### src/rtl/bcd_time_counter.sv
// bcd_time_counter: BCD hh:mm:ss time-of-day counter with a seconds prescaler,
// runtime 12/24-hour display, validated time load and a single armed alarm.
// Time is always held internally in 24-hour BCD. The 12-hour view is derived
// combinationally, so switching display mode never disturbs the count.

module bcd_time_counter #(
  parameter int unsigned TICKS_PER_SEC = 50_000_000,
  parameter int unsigned PRESC_W       = 26
) (
  input  logic       clk,
  input  logic       rst_n,
  input  logic       en,
  input  logic       mode_12h,
  input  logic       load,
  input  logic [7:0] load_h,
  input  logic [7:0] load_m,
  input  logic [7:0] load_s,
  input  logic       alarm_wr,
  input  logic [7:0] alarm_h,
  input  logic [7:0] alarm_m,
  input  logic       alarm_arm,
  output logic [3:0] hourst,
  output logic [3:0] hoursu,
  output logic [3:0] mint,
  output logic [3:0] minu,
  output logic [3:0] sect,
  output logic [3:0] secu,
  output logic       pm,
  output logic       min_tick,
  output logic       day_tick,
  output logic       alarm_hit,
  output logic       load_err
);

  // Last prescaler value before it wraps and the second advances.
  localparam logic [PRESC_W-1:0] PRESC_MAX = PRESC_W'(TICKS_PER_SEC - 1);

  // Hour field check: units 0..9, and 20..23 is the only legal range with tens=2.
  function automatic logic hour_ok(input logic [7:0] h);
    return (h[3:0] <= 4'd9) &&
           ((h[7:4] < 4'd2) || ((h[7:4] == 4'd2) && (h[3:0] <= 4'd3)));
  endfunction

  // Minute/second field check: tens 0..5, units 0..9.
  function automatic logic min_sec_ok(input logic [7:0] v);
    return (v[7:4] <= 4'd5) && (v[3:0] <= 4'd9);
  endfunction

  // 24-hour time digits.
  logic [3:0] hour_t, hour_u, min_t, min_u, sec_t, sec_u;
  // Digits the time will take one second from now.
  logic [3:0] hour_t_n, hour_u_n, min_t_n, min_u_n, sec_t_n, sec_u_n;
  // Alarm digits (hh:mm, seconds implicitly 00).
  logic [3:0] al_h_t, al_h_u, al_m_t, al_m_u;

  logic [PRESC_W-1:0] presc;

  logic sec_wrap, min_wrap, hour_wrap;
  logic load_valid, alarm_valid;
  logic load_ok, alarm_ok;
  logic tick, advance;
  logic alarm_match;

  logic [4:0] hour_bin;
  logic [4:0] disp_hour;

  // Strobe qualification; an accepted load suppresses any coincident tick.
  always_comb begin
    load_valid  = hour_ok(load_h) && min_sec_ok(load_m) && min_sec_ok(load_s);
    alarm_valid = hour_ok(alarm_h) && min_sec_ok(alarm_m);
    load_ok     = load && load_valid;
    alarm_ok    = alarm_wr && alarm_valid;
    tick        = en && (presc == PRESC_MAX);
    advance     = tick && !load_ok;
  end

  // One-second increment with BCD carries seconds -> minutes -> hours, 23 wraps to 00.
  always_comb begin
    sec_u_n  = sec_u;
    sec_t_n  = sec_t;
    min_u_n  = min_u;
    min_t_n  = min_t;
    hour_u_n = hour_u;
    hour_t_n = hour_t;

    sec_wrap  = (sec_t == 4'd5) && (sec_u == 4'd9);
    min_wrap  = (min_t == 4'd5) && (min_u == 4'd9);
    hour_wrap = (hour_t == 4'd2) && (hour_u == 4'd3);

    if (sec_u != 4'd9) begin
      sec_u_n = sec_u + 4'd1;
    end else begin
      sec_u_n = 4'd0;
      sec_t_n = (sec_t == 4'd5) ? 4'd0 : sec_t + 4'd1;
    end

    if (sec_wrap) begin
      if (min_u != 4'd9) begin
        min_u_n = min_u + 4'd1;
      end else begin
        min_u_n = 4'd0;
        min_t_n = (min_t == 4'd5) ? 4'd0 : min_t + 4'd1;
      end
    end

    if (sec_wrap && min_wrap) begin
      if (hour_wrap) begin
        hour_t_n = 4'd0;
        hour_u_n = 4'd0;
      end else if (hour_u == 4'd9) begin
        hour_u_n = 4'd0;
        hour_t_n = hour_t + 4'd1;
      end else begin
        hour_u_n = hour_u + 4'd1;
      end
    end

    alarm_match = sec_wrap &&
                  (hour_t_n == al_h_t) && (hour_u_n == al_h_u) &&
                  (min_t_n == al_m_t) && (min_u_n == al_m_u);
  end

  // Prescaler: counts enabled cycles, restarts on an accepted load.
  always_ff @(posedge clk or negedge rst_n) begin
    if (!rst_n) begin
      presc <= '0;
    end else if (load_ok) begin
      presc <= '0;
    end else if (en) begin
      presc <= (presc == PRESC_MAX) ? '0 : presc + PRESC_W'(1);
    end
  end

  // Time registers: load has priority over the one-second advance.
  always_ff @(posedge clk or negedge rst_n) begin
    if (!rst_n) begin
      hour_t <= 4'd0;
      hour_u <= 4'd0;
      min_t  <= 4'd0;
      min_u  <= 4'd0;
      sec_t  <= 4'd0;
      sec_u  <= 4'd0;
    end else if (load_ok) begin
      hour_t <= load_h[7:4];
      hour_u <= load_h[3:0];
      min_t  <= load_m[7:4];
      min_u  <= load_m[3:0];
      sec_t  <= load_s[7:4];
      sec_u  <= load_s[3:0];
    end else if (advance) begin
      hour_t <= hour_t_n;
      hour_u <= hour_u_n;
      min_t  <= min_t_n;
      min_u  <= min_u_n;
      sec_t  <= sec_t_n;
      sec_u  <= sec_u_n;
    end
  end

  // Alarm registers; a write is compared against from the following tick on.
  always_ff @(posedge clk or negedge rst_n) begin
    if (!rst_n) begin
      al_h_t <= 4'd0;
      al_h_u <= 4'd0;
      al_m_t <= 4'd0;
      al_m_u <= 4'd0;
    end else if (alarm_ok) begin
      al_h_t <= alarm_h[7:4];
      al_h_u <= alarm_h[3:0];
      al_m_t <= alarm_m[7:4];
      al_m_u <= alarm_m[3:0];
    end
  end

  // Registered event pulses, visible together with the new time.
  always_ff @(posedge clk or negedge rst_n) begin
    if (!rst_n) begin
      min_tick  <= 1'b0;
      day_tick  <= 1'b0;
      alarm_hit <= 1'b0;
      load_err  <= 1'b0;
    end else begin
      min_tick  <= advance && sec_wrap;
      day_tick  <= advance && sec_wrap && min_wrap && hour_wrap;
      alarm_hit <= advance && alarm_arm && alarm_match;
      load_err  <= (load && !load_valid) || (alarm_wr && !alarm_valid);
    end
  end

  // Display hour: 24-hour digits pass through, 12-hour maps 0->12 and 13..23->1..11.
  always_comb begin
    hour_bin  = 5'(hour_t) * 5'd10 + 5'(hour_u);
    pm        = (hour_bin >= 5'd12);
    disp_hour = hour_bin;
    hourst    = hour_t;
    hoursu    = hour_u;
    if (mode_12h) begin
      if (hour_bin == 5'd0) begin
        disp_hour = 5'd12;
      end else if (hour_bin > 5'd12) begin
        disp_hour = hour_bin - 5'd12;
      end
      if (disp_hour >= 5'd10) begin
        hourst = 4'd1;
        hoursu = 4'(disp_hour - 5'd10);
      end else begin
        hourst = 4'd0;
        hoursu = 4'(disp_hour);
      end
    end
  end

  assign mint = min_t;
  assign minu = min_u;
  assign sect = sec_t;
  assign secu = sec_u;

endmodule

### config.mk
export PLATFORM = sky130hd
export DESIGN_NAME = bcd_time_counter
export DESIGN_NICKNAME = d
export VERILOG_FILES = /design/src/rtl/bcd_time_counter.sv
export SDC_FILE = /design/constraint.sdc
export NUM_CORES = 1
export LEC_CHECK = 0
export BUFFER_PORTS_ARGS = -buffer_cell sky130_fd_sc_hd__buf_2
export CORE_AREA = 2 2 113 115
export DETAILED_ROUTE_END_ITERATION = 10
export DIE_AREA = 0 0 115 117
export SYNTH_ARGS = -nofsm -noshare
export SYNTH_HDL_FRONTEND = slang
export SYNTH_SLANG_ARGS = --single-unit
### constraint.sdc
create_clock -name clk -period 3.65 [get_ports clk]
set_input_delay 0.365 -clock clk [delete_from_list [all_inputs] [get_ports clk]]
set_output_delay 0.365 -clock clk [all_outputs]
set_load 0.005 [all_outputs]
==> flow_metrics.tcl <==
set metrics [dict create \
    outcome "finished clean" \
    clock_skew_ps 7.93 \
    num_rows 41 \
    crit_required_ps 3280 \
    crit_arrival_ps 3190 \
    finalCritPeriodShare 0.974 \
    synth_warnings 0 \
    port-buffer-count 75 \
    final_area_mm2 0.00589 \
    clk_path_buf_depth 2 \
    initial_utilization 0.401 \
    cts_tree "done" \
    final_util 0.479 \
    relSlewSlack 0.241 \
    startpoint_type "flop" \
    diodes 0 \
    tightest_slew_ps 1130 \
    grt_max_degree 35 \
    clockPowerShare 0.373 \
    die_h_um 117 \
    drt_first_pass_iters 4 \
    synth-async-reset-ratio 1.00 \
    finalWirelength_um 14000 \
    fin_crit_ps 3550 \
    post_dp_cell_area_mm2 0.00543 \
    synth_edf_count 0 \
    clk_pin_slew_ps 60 \
    die_x_um 115 \
    hold_viol_final 0 \
    grt.overflow.total 0 \
    power.density_mw_per_mm2 443 \
    h-tree-depth 3 \
    timing.fmax_mhz 281 \
    p_switching_uw 781 \
    drc_errors 0 \
    avgSynthCellArea_um2 8.61 \
    seq_power_share 0.379 \
    area_growth_pct 19.5 \
    p_leak_nw 2.58 \
    drv_slew 0 \
    grt_pass1_vias 4571 \
    fin_nets 709 \
    syn_inst 573 \
    cts_root_buf "clkbuf_16" \
    drive_gt1_frac 0.238 \
    ioPinCount 76 \
    setup_violations 0 \
    synth_flop_cell "dfrtp_1" \
    ys_types 74 \
    final_common_cell "buf_2" \
    hold_ws_ps 109 \
    intPower_mw 1.83 \
    ys_ff_latch 70 \
    dp_hpwl_um 10200 \
    synthTopCellsByArea "dfrtp_1, o21ai_0, a21oi_1" \
    cts.sinks 70 \
    syn-num-nets 634 \
    vias 4694 \
    crit_type "flop to output pin" \
    grt_pass1_wl_um 22800 \
    pwr-share-comb 0.248 \
    dieArea_mm2 0.0135 \
    synth_top_area_cell "dfrtp_1" \
    grt_antenna_before_repair 0 \
    post_drt_wl_per_cell_um 17.5 \
    yosysTopAreaCellShare 0.355 \
    via_per_inst 5.85 \
    syn_area_mm2 0.00493 \
    hold_path.class "input pin to asynchronous set/reset pin" \
    coreArea_mm2 0.0123 \
    cap_violations 0 \
    ant_nets 0 \
    end_kind "output pin" \
    drtIter0Drc 354 \
    ys_seq_area_frac 0.355 \
    switching_share 0.300 \
    layout_common_cells "buf_2, dfrtp_1, o21ai_0" \
    clock_latency_ps 340 \
    cts_made_buffers 9 \
    gp_congestion 0.855 \
    critPathMaxFanout 7 \
    track_usage 0.216 \
    vdd_drop_max_mv 0.334 \
    fin_total_pwr_mw 2.61 \
]
-- registers in the layout, summed over array words and instances, names as in the netlist, 4 cells and up --
register,cells
mint,4
sect,4
minu,4
al_m_u,4
hour_t,4
secu,4
hour_u,4
al_m_t,4
al_h_u,4
presc,26
al_h_t,4
-- power by group through the flow --
stage / Combinational (mW) / Clock [mW] / Sequential, mW
after floorplan: 0.412 / 0 / 0.966
after global placement: 0.557 / 0 / 0.996
after detailed placement: 0.577 / 0 / 1.00
after CTS: 0.606 / 0.995 / 0.988
after global routing: 0.724 / 1.02 / 1.01
final: 0.646 / 0.974 / 0.989
-- kinds of logic after synthesis --
kind of cell,Yosys count,share of synthesized area
buf+inv,44,0.0401
compound gates,150,0.188
mux,21,0.0469
simple gates,247,0.282
fa+ha+maj,14,0.0370
xor+xnor,27,0.0507
flops,70,0.355
-- worst max-delay path: stages (launching register included) --
cell     delay, ps
dfrtp_2        450
ha_4           180
fa_2           610
ha_1           240
nand2_1        100
nand2_1        110
a21oi_2         70
o21ba_4        210
ha_4           170
o41ai_2         50
a21oi_2        110
buf_4          150
xnor2_1        120
mux2i_1        150
buf_2          130
-- area by class of cell --
class | instances | area, um^2
clock buffers | 12 | 256
clock inverters | 3 | 67.6
fillers | 1202 | 6420
inverters | 15 | 56.3
multi-input cells | 459 | 3060
flip-flops and latches | 70 | 1750
well taps | 150 | 188
repair buffers | 93 | 510
-- routing by layer --
layer / GRT usage / part of all wire / vias up
met5: 0 / 0 / -
met4: 0.0835 / 0.018 / 0
met3: 0.0335 / 0.041 / 22
met2: 0.365 / 0.48 / 129
met1: 0.280 / 0.46 / 2301
li1: - / - / 2242
-- metrics by stage --
step           worst slack [ps]  TNS [ps]  cells
2_1_floorplan               551         0    573
3_3_place_gp                261         0    779
4_1_cts                    27.5         0    799
6_report                   95.5         0    802
5_1_grt                   -20.3     -27.1    802
3_5_place_dp                108         0    779
-- what timing repair did --
| item | in CTS | in global routing |
|---|---|---|
| buffers inserted | 5 | 3 |
| hold buffers | 0 | 0 |
| pin swaps | 2 | 4 |
| endpoints found under the setup margin | 3 | 3 |
| resized for setup | 7 | 8 |
-- synth_stat cells (3+ instances only) --
cell type and number:
nand4_1 16, dfrtp_1 70, a31oi_1 8, buf_2 8, nand2b_1 10, xor2_1 16, ha_1 13, nor2_1 49
or3b_2 4, nor4_1 9, mux2_2 13, and2b_1 3, nand2_1 51, o221ai_1 3, o21a_1 6, o31ai_1 3
and3_1 11, nor3b_1 6, nor2b_1 15, o21ai_1 4, a22oi_1 3, inv_1 15, mux2i_1 7, nand4bb_1 4
clkbuf_1 15, nor3_1 11, or4_1 3, nor3_2 4, nand3_1 22, a21oi_1 40, xnor2_1 10, and2_1 6
o21ai_0 54, or3_1 5
-- worst paths after layout --
kind / startpoint / to / slack [ps] / cells after the start
min in group clk: load_m[0] / minu[0] / 230 / 3
max reg2reg: hour_u[1] / alarm_hit / 940 / 10
max in group asynchronous: rst_n / minu[0] / 2640 / 2
max: hour_t[0] / hoursu[1] / 100 / 14
min reg2reg: presc[23] / presc[23] / 500 / 1
min: rst_n / al_h_t[2] / 110 / 1
No activity file was read; power rests on OpenSTA's default activity.
